File: config.mk
export PLATFORM = sky130hd
export DESIGN_NAME = data_bus_arbiter
export DESIGN_NICKNAME = d
export VERILOG_FILES = /design/src/rtl/bus_pkg.sv /design/src/rtl/bus_grant_arbiter.sv /design/src/rtl/data_bus_arbiter.sv
export SDC_FILE = /design/constraint.sdc
export NUM_CORES = 1
export LEC_CHECK = 0
export CORE_MARGIN = 2
export CORE_UTILIZATION = 43
export DETAILED_ROUTE_END_ITERATION = 8
export HOLD_SLACK_MARGIN = 0.08
export MAX_ROUTING_LAYER = met4
export PLACE_DENSITY = 0.85
export SYNTH_ARGS = -nofsm -noshare
export SYNTH_HDL_FRONTEND = slang
export SYNTH_SLANG_ARGS = --single-unit
File: constraint.sdc
create_clock -name clk -period 2.3 [get_ports clk]
set_clock_uncertainty 0.2 [all_clocks]
set_input_delay 0.46 -clock clk [delete_from_list [all_inputs] [get_ports clk]]
set_output_delay 0.46 -clock clk [all_outputs]
set_load 0.05 [all_outputs]
File: src/rtl/bus_pkg.sv
// Shared definitions for the peripheral data-bus arbiter: mode, width and owner codes, FSM states.
// Latency: n/a (definitions only).
// Backpressure: n/a (definitions only).
package bus_pkg;

    localparam logic [1:0] BUS_IDLE  = 2'b00;
    localparam logic [1:0] BUS_READ  = 2'b01;
    localparam logic [1:0] BUS_WRITE = 2'b10;

    localparam logic [1:0] W_BYTE = 2'b00;
    localparam logic [1:0] W_HALF = 2'b01;
    localparam logic [1:0] W_WORD = 2'b10;

    localparam logic [1:0] OWN_NONE = 2'b00;
    localparam logic [1:0] OWN_CORE = 2'b01;
    localparam logic [1:0] OWN_DMA  = 2'b10;

    typedef enum logic [1:0] {
        IDLE   = 2'b00,
        SETUP  = 2'b01,
        SAMPLE = 2'b10
    } state_e;

    // One master's complete request, latched as a unit at grant.
    typedef struct packed {
        logic [1:0]  mode;
        logic [31:0] addr;
        logic [31:0] wdata;
        logic [1:0]  reqw;
        logic        reqs;
    } req_t;

    // Mode 11 is treated as idle, so only the two real transfer codes count as a request.
    function automatic logic is_req(input logic [1:0] mode);
        return (mode == BUS_READ) || (mode == BUS_WRITE);
    endfunction

endpackage

File: src/rtl/bus_grant_arbiter.sv
// Picks core or DMA as the next bus owner; a starvation counter forces the DMA through after STARVE_LIMIT contended core wins.
// Latency: grant outputs are combinational; the counter advances on the grant strobe edge.
// Backpressure: none of its own; the loser simply stays un-granted until the next strobe.
module bus_grant_arbiter
    import bus_pkg::*;
#(
    parameter int unsigned STARVE_LIMIT = 4
) (
    input  logic clk,
    input  logic reset,
    input  logic core_req,
    input  logic dma_req,
    input  logic grant_stb,
    output logic grant_core,
    output logic grant_dma
);

    localparam int unsigned CW = $clog2(STARVE_LIMIT + 1);
    localparam logic [CW-1:0] LIMIT = CW'(STARVE_LIMIT);

    logic [CW-1:0] starve_cnt_q;
    logic [CW-1:0] starve_cnt_d;

    // Winner selection: core has priority unless the DMA has been starved to the limit.
    always_comb begin
        grant_dma  = dma_req & (~core_req | (starve_cnt_q == LIMIT));
        grant_core = core_req & ~grant_dma;
    end

    // Count contended core wins (saturating); any DMA grant clears the count.
    always_comb begin
        starve_cnt_d = starve_cnt_q;
        if (grant_stb) begin
            if (grant_dma) begin
                starve_cnt_d = '0;
            end else if (grant_core && dma_req && (starve_cnt_q != LIMIT)) begin
                starve_cnt_d = starve_cnt_q + CW'(1);
            end
        end
    end

    // Counter register.
    always_ff @(posedge clk) begin
        if (reset) begin
            starve_cnt_q <= '0;
        end else begin
            starve_cnt_q <= starve_cnt_d;
        end
    end

endmodule

File: src/rtl/data_bus_arbiter.sv
// Shares the peripheral data bus between core and DMA, one latched transfer at a time (writes 1 bus cycle, reads 2).
// Latency: request seen in IDLE cycle n drives the bus from n+1; done in n+1 (write) or n+2 (read).
// Backpressure: a pending master holds its request until its done pulse; core_wait stalls the core meanwhile.
module data_bus_arbiter
    import bus_pkg::*;
#(
    parameter int unsigned STARVE_LIMIT = 4
) (
    input  logic        clk,
    input  logic        reset,
    input  logic [1:0]  core_mode,
    input  logic [31:0] core_addr,
    input  logic [31:0] core_wdata,
    input  logic [1:0]  core_reqw,
    input  logic        core_reqs,
    output logic [31:0] core_rdata,
    output logic        core_done,
    output logic        core_wait,
    input  logic [1:0]  dma_mode,
    input  logic [31:0] dma_addr,
    input  logic [31:0] dma_wdata,
    input  logic [1:0]  dma_reqw,
    input  logic        dma_reqs,
    output logic [31:0] dma_rdata,
    output logic        dma_done,
    output logic [1:0]  bus_mode,
    output logic [31:0] bus_addr,
    output logic [31:0] bus_wdata,
    output logic [1:0]  bus_reqw,
    output logic        bus_reqs,
    input  logic [31:0] bus_rdata,
    output logic [1:0]  bus_owner
);

    state_e      state_q, state_d;
    req_t        lat_q, lat_d;
    logic [1:0]  owner_q, owner_d;
    logic [31:0] core_rdata_q, core_rdata_d;
    logic [31:0] dma_rdata_q, dma_rdata_d;

    req_t core_in, dma_in;
    logic core_req, dma_req;
    logic grant_stb, grant_core, grant_dma;
    logic xfer_done, in_sample;

    assign core_in  = '{core_mode, core_addr, core_wdata, core_reqw, core_reqs};
    assign dma_in   = '{dma_mode, dma_addr, dma_wdata, dma_reqw, dma_reqs};
    assign core_req = is_req(core_mode);
    assign dma_req  = is_req(dma_mode);

    bus_grant_arbiter #(
        .STARVE_LIMIT (STARVE_LIMIT)
    ) u_arb (
        .clk        (clk),
        .reset      (reset),
        .core_req   (core_req),
        .dma_req    (dma_req),
        .grant_stb  (grant_stb),
        .grant_core (grant_core),
        .grant_dma  (grant_dma)
    );

    // Next state: grant from IDLE, reads take an extra SAMPLE cycle before returning to IDLE.
    always_comb begin
        state_d   = state_q;
        grant_stb = 1'b0;
        case (state_q)
            IDLE: begin
                if (core_req || dma_req) begin
                    grant_stb = 1'b1;
                    state_d   = SETUP;
                end
            end
            SETUP:   state_d = (lat_q.mode == BUS_READ) ? SAMPLE : IDLE;
            SAMPLE:  state_d = IDLE;
            default: state_d = IDLE;
        endcase
    end

    // Request latch: snapshot the winner at grant so later input changes cannot disturb the transfer.
    always_comb begin
        lat_d   = lat_q;
        owner_d = owner_q;
        if (grant_stb) begin
            lat_d   = grant_core ? core_in : dma_in;
            owner_d = grant_core ? OWN_CORE : OWN_DMA;
        end
    end

    // Bus drive, done pulses and read-data pass-through / hold, all from the latched copy.
    always_comb begin
        bus_mode  = BUS_IDLE;
        bus_addr  = '0;
        bus_wdata = '0;
        bus_reqw  = '0;
        bus_reqs  = 1'b0;
        bus_owner = OWN_NONE;
        if (state_q != IDLE) begin
            bus_mode  = lat_q.mode;
            bus_addr  = lat_q.addr;
            bus_wdata = lat_q.wdata;
            bus_reqw  = lat_q.reqw;
            bus_reqs  = lat_q.reqs;
            bus_owner = owner_q;
        end
        in_sample = (state_q == SAMPLE);
        xfer_done = ((state_q == SETUP) && (lat_q.mode == BUS_WRITE)) || in_sample;
        core_done = xfer_done && (owner_q == OWN_CORE);
        dma_done  = xfer_done && (owner_q == OWN_DMA);

        core_rdata_d = core_rdata_q;
        dma_rdata_d  = dma_rdata_q;
        if (in_sample && (owner_q == OWN_CORE)) core_rdata_d = bus_rdata;
        if (in_sample && (owner_q == OWN_DMA))  dma_rdata_d  = bus_rdata;
        core_rdata = core_rdata_d;
        dma_rdata  = dma_rdata_d;
        core_wait  = core_req && !core_done;
    end

    // State, latch and read-hold registers.
    always_ff @(posedge clk) begin
        if (reset) begin
            state_q      <= IDLE;
            lat_q        <= '0;
            owner_q      <= OWN_NONE;
            core_rdata_q <= '0;
            dma_rdata_q  <= '0;
        end else begin
            state_q      <= state_d;
            lat_q        <= lat_d;
            owner_q      <= owner_d;
            core_rdata_q <= core_rdata_d;
            dma_rdata_q  <= dma_rdata_d;
        end
    end

endmodule
== Word level (Yosys, flattened, before mapping) ==
Index checks and enable logic that the tools add are counted.
Word-level totals
  logic and storage cells: 63
  memory bits (writable): 0
  bits in latches: 0
  ROM bits: 0
  output and inout port bits: 138
  bits of input ports: 172
  memories kept: 0
  bits in registers: 140
Operators by class
  div/mod/pow operators: 0
  mux-type cells: 17
  $add $sub $neg: 1
  magnitude comparators: 0
  equality and inequality tests: 13
  bitwise logic cells: 5
  shift operators: 0
  reduce and logical (&&, ||, !) cells: 17
  $mul: 0
Operators with widths (number)
  $mux 32: 4
  $mux 69: 1
  $mux 2: 6
  $eq 2x1->1 const B: 5
  $eq 2x2->1 const B: 5
  $logic_and 1x1->1: 8
  $mux 3: 2
  $logic_or 1x1->1: 4
  $pmux 2 s2: 1
  $reduce_bool 2->1: 2
  $add 3x1->3 const B: 1
  $eq 3x3->1 const B: 1
  $mux 1: 3
  $ne 3x3->1 const B: 1
  $and 1x1->1: 2
  $logic_not 2->1: 1
  $ne 2x2->1 const B: 1
  $not 1->1: 2
  $reduce_and 2->1: 1
  $logic_not 1->1: 1
  $or 1x1->1: 1

== Depth between registers and ports, before layout ==
Gate-level depths: netlist of run 1.
  word-level depth: 11
  mapped depth: 7
  gate-level depth less buffers: 5

== Modules after synthesis ==
From an unflattened synthesis of run 1, not the netlist that was laid out.
Unflattened totals
  cell total of the unflattened synthesis: 673
  area total of the unflattened synthesis: 6889.1 um^2
By module, submodules not included
  data_bus_arbiter: area each 6710.2 um^2, cells an instance 651, instances 1, sequential area each 2742.6 um^2
  bus_grant_arbiter: area each 178.9 um^2, cells an instance 22, instances 1, sequential area each 60.1 um^2

== Worst setup path before layout of run 1 ==
Ideal clock, no wire load.
  kind: register to output
  start: reg state_q[1]
  end: out core_wait
  required time: 1.640 ns
  data arrival time: 1.867 ns
  cell stages (with the launch flop): 4
  setup slack: -0.227 ns
  path buffers: 0
  path through: dfxtp_1 > nand4bb_1 > a21oi_1 > nor2_1
Between the ends
  longest elaborated chain between the ends: 6
  elaborated cells between the ends (all ways): 7
  those cells by class: eq/ne: 2; reduce/logical: 5
RTL lines
  from (decl): line data_bus_arbiter.sv:35  | state_e state_q, state_d;
  from (signal assigned): line data_bus_arbiter.sv:129  | state_q <= state_d;
  $eq 2x1->1: line data_bus_arbiter.sv:107  | xfer_done = ((state_q == SETUP) && (lat_q.mode == BUS_WRITE)) || in_sample;
  $logic_and 1x1->1: line data_bus_arbiter.sv:107
  $logic_or 1x1->1 *: line data_bus_arbiter.sv:107
  $logic_and 1x1->1 *: line data_bus_arbiter.sv:108  | core_done = xfer_done && (owner_q == OWN_CORE);
  named net core_done: line data_bus_arbiter.sv:17  | output logic core_done,
  $logic_not 1->1 *: line data_bus_arbiter.sv:117  | core_wait = core_req && !core_done;
  $logic_and 1x1->1 *: line data_bus_arbiter.sv:117
  to (decl): line data_bus_arbiter.sv:18  | output logic core_wait,
The timed path passes the listed nets; every way through them passes the cells marked *.

== Worst setup path in the final report of run 1 ==
  start: reg state_q[0]
  end: out core_rdata[1]
Between the ends
  longest elaborated chain between the ends: 3
RTL lines
  $eq 2x2->1: line data_bus_arbiter.sv:106  | in_sample = (state_q == SAMPLE);
  $logic_and 1x1->1: line data_bus_arbiter.sv:113  | if (in_sample && (owner_q == OWN_CORE)) core_rdata_d = bus_rdata;
  $mux 32: line data_bus_arbiter.sv:113
  to (decl): line data_bus_arbiter.sv:16  | output logic [31:0] core_rdata,
No other way between the ends.

==> results of run 1 <==
[logic make-up (layout without fill, tap and decap cells)]
family | after synthesis | after routing
adders and majority gates | 2 | 2
muxes | 64 | 64
AOI/OAI and AO/OA | 221 | 221
and+or+nand+nor | 221 | 221
buffers and inverters | 106 | 422
DFF | 140 | 140
xor gates and xnor gates | 4 | 4
[per-layer routing]
| metal | global-route usage (%) | part of all wire (%) |
|---|---|---|
| met1 | 35.9 | 36 |
| met2 | 55.6 | 51 |
| met3 | 9.17 | 8.8 |
| met4 | 13.5 | 4.5 |
| met5 | - | 0 |
[how the worst max path moves through the flow]
stage	startpoint	endpoint	slack (ns)
floorplan	core_mode[0]	core_wait	0.06
global placement	core_mode[1]	lat_q[23]	-0.18
detailed placement	core_mode[1]	lat_q[33]	-0.22
CTS	state_q[0]	core_rdata[17]	-0.33
global route	state_q[0]	core_rdata[1]	-0.37
finish	state_q[0]	core_rdata[1]	-0.30
[worst max-delay path: stages, from the launching register on]
cell	delay, ns
dfxtp_4	0.37
nor4bb_4	0.30
buf_4	0.20
buf_12	0.16
mux2_4	0.34
buf_6	0.16
[cells in the mapped netlist]
cell | n | share of area (%)
buf_6 | 6 | 0.94
a21oi_1 | 2 | 0.14
nor3b_1 | 1 | 0.10
buf_2 | 26 | 1.8
and2_1 | 135 | 12
xor2_1 | 2 | 0.24
or2_2 | 1 | 0.087
a211oi_1 | 1 | 0.10
ha_1 | 2 | 0.35
o211ai_1 | 71 | 7.4
mux2_1 | 1 | 0.16
nor4b_1 | 1 | 0.12
a32o_1 | 1 | 0.14
o2111ai_1 | 138 | 17
dfxtp_1 | 140 | 39
mux2_2 | 63 | 9.9
nand2b_1 | 30 | 2.6
nand4_1 | 1 | 0.087
xnor2_1 | 2 | 0.24
o32ai_1 | 2 | 0.24
inv_1 | 7 | 0.37
a21oi_2 | 1 | 0.12
and3_1 | 1 | 0.087
o31ai_1 | 1 | 0.10
o311ai_0 | 1 | 0.12
buf_4 | 1 | 0.10
inv_2 | 1 | 0.052
nor4bb_1 | 2 | 0.28
nand2_1 | 43 | 2.2
clkbuf_1 | 62 | 3.2
nor2_1 | 4 | 0.21
o21ai_0 | 2 | 0.14
nor3_2 | 1 | 0.14
buf_1 | 1 | 0.052
nand4bb_1 | 1 | 0.16
a21boi_0 | 1 | 0.10
clkbuf_2 | 2 | 0.14
[power by group through the flow]
stage	combinational, mW	sequential [mW]	clock [mW]
final	1.88	2.67	2.79
after global routing	1.99	2.69	2.96
after CTS	1.85	2.67	2.82
after detailed placement	1.83	2.71	0
after global placement	1.81	2.71	0
after floorplan	0.867	2.69	0
[sequential cells by signal (all words and copies together), names as in the netlist]
register and cells:
u_arb.starve_cnt_q 3, owner_q 2, dma_rdata_q 32, lat_q 69
core_rdata_q 32, state_q 2
[layout by cell type, fill, tap and decap left out, drive strengths merged, types with 14 or more instances in the layout]
cell type      Yosys  routed
dfxtp            140     140
o211ai            71      71
and2             135     135
mux2              64      64
clkbuf            64      20
buf               34     209
clkdlybuf4s50      0     171
nand2             43      43
nand2b            30      30
inv                8      14
o2111ai          138     138
[cell type report]
type                            count  area share [%]
Timing Repair Buffer              382            38.2
Multi-Input combinational cell    512            33.1
Sequential cell                   140            21.8
Clock buffer                       18            3.33
Tap cell                          220            2.13
Clock inverter                     14            1.24
Inverter                            8           0.233
[timing repair]
item,in CTS,in global routing
resized for setup,134,54
pin swaps,4,5
buffers inserted,10,17
endpoints found under the setup margin,131,131
cloned,5,1
==> results_dict.tcl, run 1 <==
set metrics [dict create \
    ys_ff_latch 140 \
    synthSimpleGateAreaFrac_pct 17.9 \
    endpoint_kind "primary output" \
    die_w_um 133 \
    worstMarginPinSlew_ns 0.460 \
    ys_warn_count 0 \
    multi_input_area_um2 4270 \
    fillers 991 \
    r2r_setup_slack_ns 0.28 \
    seq_power_share_pct 36.4 \
    synth_cell_types 37 \
    r2r_end "dma_rdata_q[28]" \
    hold_end "lat_q[42]" \
    antenna_found_initial 0 \
    cts-hold-fix-buffers 0 \
    setup_viol 128 \
    post-place-ws_ns -0.223 \
    vias_per_cell 5.95 \
    hold_start "lat_q[42]" \
    synth-compound-area-share_pct 25.5 \
    gp_congestion 0.834 \
    synth_top_family_by_area "compound AO/OA/AOI/OAI gates" \
    ir_worst_vdd_mv 0.495 \
    coreArea_um2 16500 \
    utilization_pct 78.4 \
    grt_usage_pct 32.6 \
    max_slew_margin_pct 69.3 \
    violations "setup timing" \
    timing.final.ws_setup_ns -0.300 \
    syn_nets 932 \
    swShare_pct 30.5 \
    drtAntennaViolNets 0 \
    num_antenna_cells 0 \
    io_pins 310 \
    tns_ns -23.05 \
    status "finished with violations" \
    drc 0 \
    area_growth_pct 79.7 \
    max_cap_viol_count 0 \
    grt_overflow 0 \
    pwr-share-comb_pct 25.6 \
    cts_buffers 17 \
    dp.cells 1231 \
    p_int_mw 5.10 \
    slew_violations 0 \
    synthAdderAreaFrac_pct 0.349 \
    final_cell_area_um2 12900 \
    drt_iter0_drc 574 \
    cts.htree.levels 4 \
    p_leak_nw 4.82 \
    path_class "register to primary output" \
    start_util_pct 43.6 \
    clkSlewWorstSetupHoldPaths_ns 0.06 \
    vias 7699 \
    path_max_fanout 8 \
    syn_area_per_cell_um2 9.47 \
    cp.arrival_ns 1.94 \
    postPlaceCellArea_um2 11300 \
    portBuffers 309 \
    holdPathStages 2 \
    p_total_mw 7.34 \
    yosysSeqAreaShare_pct 39.0 \
    first_pass_iters 5 \
    routed_wl_um 29200 \
    grt_max_degree 97 \
    dieArea_um2 17700 \
    final_hold_viol_count 0 \
    cp-start-kind "register" \
    placementRows 47 \
    cts_buffer_depth 2 \
    power-per-cell-area_nw_per_um2 569 \
    worstPathRequired_ns 1.64 \
    hold_slack_ns 0.271 \
    min_period_over_period_pct 113 \
    grt_pass1_wl_um 44500 \
    synth_xor_area_share_pct 0.488 \
    power_frac_clock_pct 38.0 \
    dpl.hpwl_um 17200 \
    clk_latency_ns 0.41 \
    syn_area_um2 7180 \
    synth.area.mux_share_pct 10.0 \
    tritoncts "done" \
    r2r_start "state_q[0]" \
    rsz0062_at_grt "yes" \
    stdcell_count 1294 \
    die_h_um 133 \
    avgRoutedWirePerCell_um 22.6 \
    min_path_type "register to register" \
    grt_pass1_vias 7827 \
    layout.nets 1235 \
    layout.area.seq_um2 2810 \
    period_minus_slack_ns 2.60 \
    drive_gt1_share_pct 30.3 \
    p_sw_mw 2.24 \
    reg2reg_depth 7 \
    fmax_ghz 0.385 \
    root_buffer "clkbuf_16" \
    cts.sinks 140 \
    syn_inst 758 \
]
(Power assumes the default switching activity.)
==> run 2, diff against run 1 <==
- ABC_AREA: default -> 1
==> run 2 against run 1 <==
Effect of this change: the run still ends with setup timing left; cell count rose by 30%; sequential share of layout area increased by 1.7 points; first-iteration DRC count shrank 14%; utilization fell by 6.1 points; die area increased by 0.52%; critical endpoint is now core_rdata[7]; largest cell class unchanged; largest power group unchanged; highest routed layer unchanged.
==> results_dict.tcl, run 2 <==
set metrics [dict create \
    status "finished with violations" \
    violations "setup timing" \
    netlist_top_cells_count "inv_1, nand2_1, nor2_1" \
    p_total_mw 7.03 \
    drt_iter0_drc 496 \
    grt_overflow 0 \
    grt_usage_pct 27.5 \
    die_w_um 134 \
    vias 8563 \
    final_hold_viol_count 0 \
    avgRoutedWirePerCell_um 16.0 \
    worstPathRequired_ns 1.64 \
    r2r_start "state_q[1]" \
    placementRows 47 \
    drc 0 \
    portBuffers 309 \
    routed_wl_um 26800 \
    critPathTopFamily "buffers and inverters" \
    cts.htree.levels 4 \
    cts_buffers 17 \
    seq_power_share_pct 37.2 \
    layout_common_cells "inv_1, clkdlybuf4s50_1, nand2_1" \
    grt_pass1_wl_um 38400 \
    rsz0062_at_grt "yes" \
    cp.arrival_ns 1.80 \
    synth_cell_types 24 \
    tritoncts "done" \
    setup_viol 66 \
    path_class "register to primary output" \
    ys_warn_count 0 \
    power_frac_clock_pct 39.1 \
    crit_buf_inv 5 \
    final_common_cell "inv_1" \
    path_max_fanout 9 \
    timing.final.ws_setup_ns -0.165 \
    r2r_setup_slack_ns 0.18 \
    grt_pass1_vias 7968 \
    critical-path-max-stage-delay_ns 0.34 \
    synth_area_leaders "dfxtp_1, inv_1, nand2_1, nand3_1, nor2_1" \
    clk_latency_ns 0.42 \
    worstMarginPinSlew_ns 0.457 \
    min_period_over_period_pct 107 \
    coreArea_um2 16500 \
    die_h_um 134 \
    cp-start-kind "register" \
    syn_area_um2 7220 \
    pwr-share-comb_pct 23.7 \
    period_minus_slack_ns 2.46 \
    syn_inst 1150 \
    utilization_pct 72.3 \
    grt_max_degree 98 \
    cts_buffer_depth 2 \
    min_path_type "primary input to register" \
    root_buffer "clkbuf_16" \
    swShare_pct 30.3 \
    clkSlewWorstSetupHoldPaths_ns 0.06 \
    yosysTopAreaCell "dfxtp_1" \
    vias_per_cell 5.09 \
    yosysMostFrequentCell "inv_1" \
    io_pins 310 \
    cts.sinks 140 \
    p_sw_mw 2.13 \
    fillers 1211 \
    synth_top_area_share_pct 38.8 \
    postPlaceCellArea_um2 10300 \
    p_leak_nw 6.12 \
    fmax_ghz 0.406 \
    ys_ff_latch 140 \
    dieArea_um2 17800 \
    drive_gt1_share_pct 24.1 \
    start_util_pct 43.7 \
    yosysSeqAreaShare_pct 38.8 \
    synth_ff_type "dfxtp_1" \
    layout.nets 1621 \
    crit_chain "inv_2 -> nor2_4 -> nand3_4 -> buf_12 -> clkbuf_16 -> nand2_1 -> o21ai_2 -> inv_1 -> buf_6" \
    syn_nets 1324 \
    hold_start "reset" \
    async_flop_share_pct 0 \
    area_growth_pct 65.5 \
    final_cell_area_um2 11900 \
    cp_slowest_cell "dfxtp_2" \
    synth_edf_count 0 \
    antenna_found_initial 2 \
    endpoint_kind "primary output" \
    cp-startpoint "state_q[1]" \
    dpl.hpwl_um 16000 \
    max_cap_viol_count 0 \
    slew_violations 0 \
    hold_slack_ns 0.263 \
    reg.largest.list "lat_q x69, core_rdata_q x32, dma_rdata_q x32" \
    gp_congestion 0.831 \
    p_int_mw 4.89 \
    largest_register_ffs 69 \
    syn_area_per_cell_um2 6.28 \
    max_slew_margin_pct 69.6 \
    top_register "lat_q" \
    drtAntennaViolNets 0 \
    ir_worst_vdd_mv 0.497 \
    power-per-cell-area_nw_per_um2 588 \
    first_pass_iters 7 \
]
-- run 2: cell count changes after synthesis, moves of 63 or more --
| cell | delta |
|---|---|
| inv_1 | +245 |
| and2_1 | -135 |
| o21ai_1 | +65 |
| o211ai_1 | -71 |
| mux2_2 | -63 |
| nor2_1 | +141 |
| nand4_1 | +69 |
| o2111ai_1 | -138 |
| nand3_1 | +139 |
| nand2_1 | +143 |
-- run 2: cell type report --
class | instances | area [µm²] | share of cell area [%]
antenna | 2 | 5.00 | 0.0419
multi-input combinational | 652 | 3390 | 28.3
sequential | 140 | 2810 | 23.5
tap | 220 | 275 | 2.30
timing repair buffer | 358 | 3840 | 32.1
clock buffer | 20 | 447 | 3.74
clock inverter | 12 | 141 | 1.18
inverter | 278 | 1040 | 8.73
-- run 2: what timing repair did --
| action | CTS | global route |
|---|---|---|
| gates resized for setup | 122 | 77 |
| endpoints found under the hold margin | 0 | 0 |
| pin swaps | 2 | 3 |
| endpoints found under the setup margin | 126 | 81 |
| gates cloned | 1 | 11 |
| hold buffers | 0 | 0 |
| setup buffers | 4 | 3 |
-- run 2: final timing paths --
kind                                end  depth (start not counted)
setup / recovery          core_rdata[7]                          9
hold / removal                lat_q[11]                          4
setup reg to reg              lat_q[46]                          9
hold reg to reg   u_arb.starve_cnt_q[1]                          2
-- run 2: routing by layer --
layer  vias to the layer above  track usage [%]  share of wire, %
met5                         -                -                 0
met3                        65             7.61               8.5
met1                      3964             30.5                38
met2                       410             46.6                50
met4                         0             11.3               3.2
li1                       4124                -                 -
-- run 2: worst register-to-register path, stage by stage, from the launching register on --
cell and delay, ns:
dfxtp_2 0.33, buf_4 0.14, nor2_4 0.14, buf_6 0.13, buf_12 0.18, nand3_2 0.17, nand2_4 0.12, buf_4 0.31
nand3_1 0.15, a21oi_1 0.19
-- run 2: power groups by stage --
stage	clock (mW)	combinational, mW	sequential [mW]
2_1_floorplan	0	0.889	2.65
3_3_place_gp	0	1.50	2.66
3_5_place_dp	0	1.51	2.66
4_1_cts	2.77	1.58	2.61
5_1_grt	2.89	1.79	2.63
6_report	2.74	1.67	2.62
-- run 2: cells by family (layout without fill, tap and decap cells) --
| logic type | Yosys count | count (layout) | share of synthesized area (%) |
|---|---|---|---|
| flip-flops | 140 | 140 | 38.8 |
| other | 0 | 2 | 0 |
| AND/OR/NAND/NOR | 552 | 552 | 34.3 |
| AO/OA/AOI/OAI | 98 | 98 | 6.99 |
| buffers and inverters | 358 | 668 | 19.6 |
| adder cells (fa/ha/maj) | 2 | 2 | 0.347 |
-- run 2: metrics by stage --
step / instances / worst slack (ns) / TNS [ns]
finish: 1682 / -0.165 / -5.19
global route: 1682 / -0.221 / -10.46
CTS: 1666 / -0.104 / -3.91
detailed placement: 1629 / -0.0582 / -0.859
global placement: 1629 / 0.0208 / 0
floorplan: 1150 / -0.0966 / -0.166
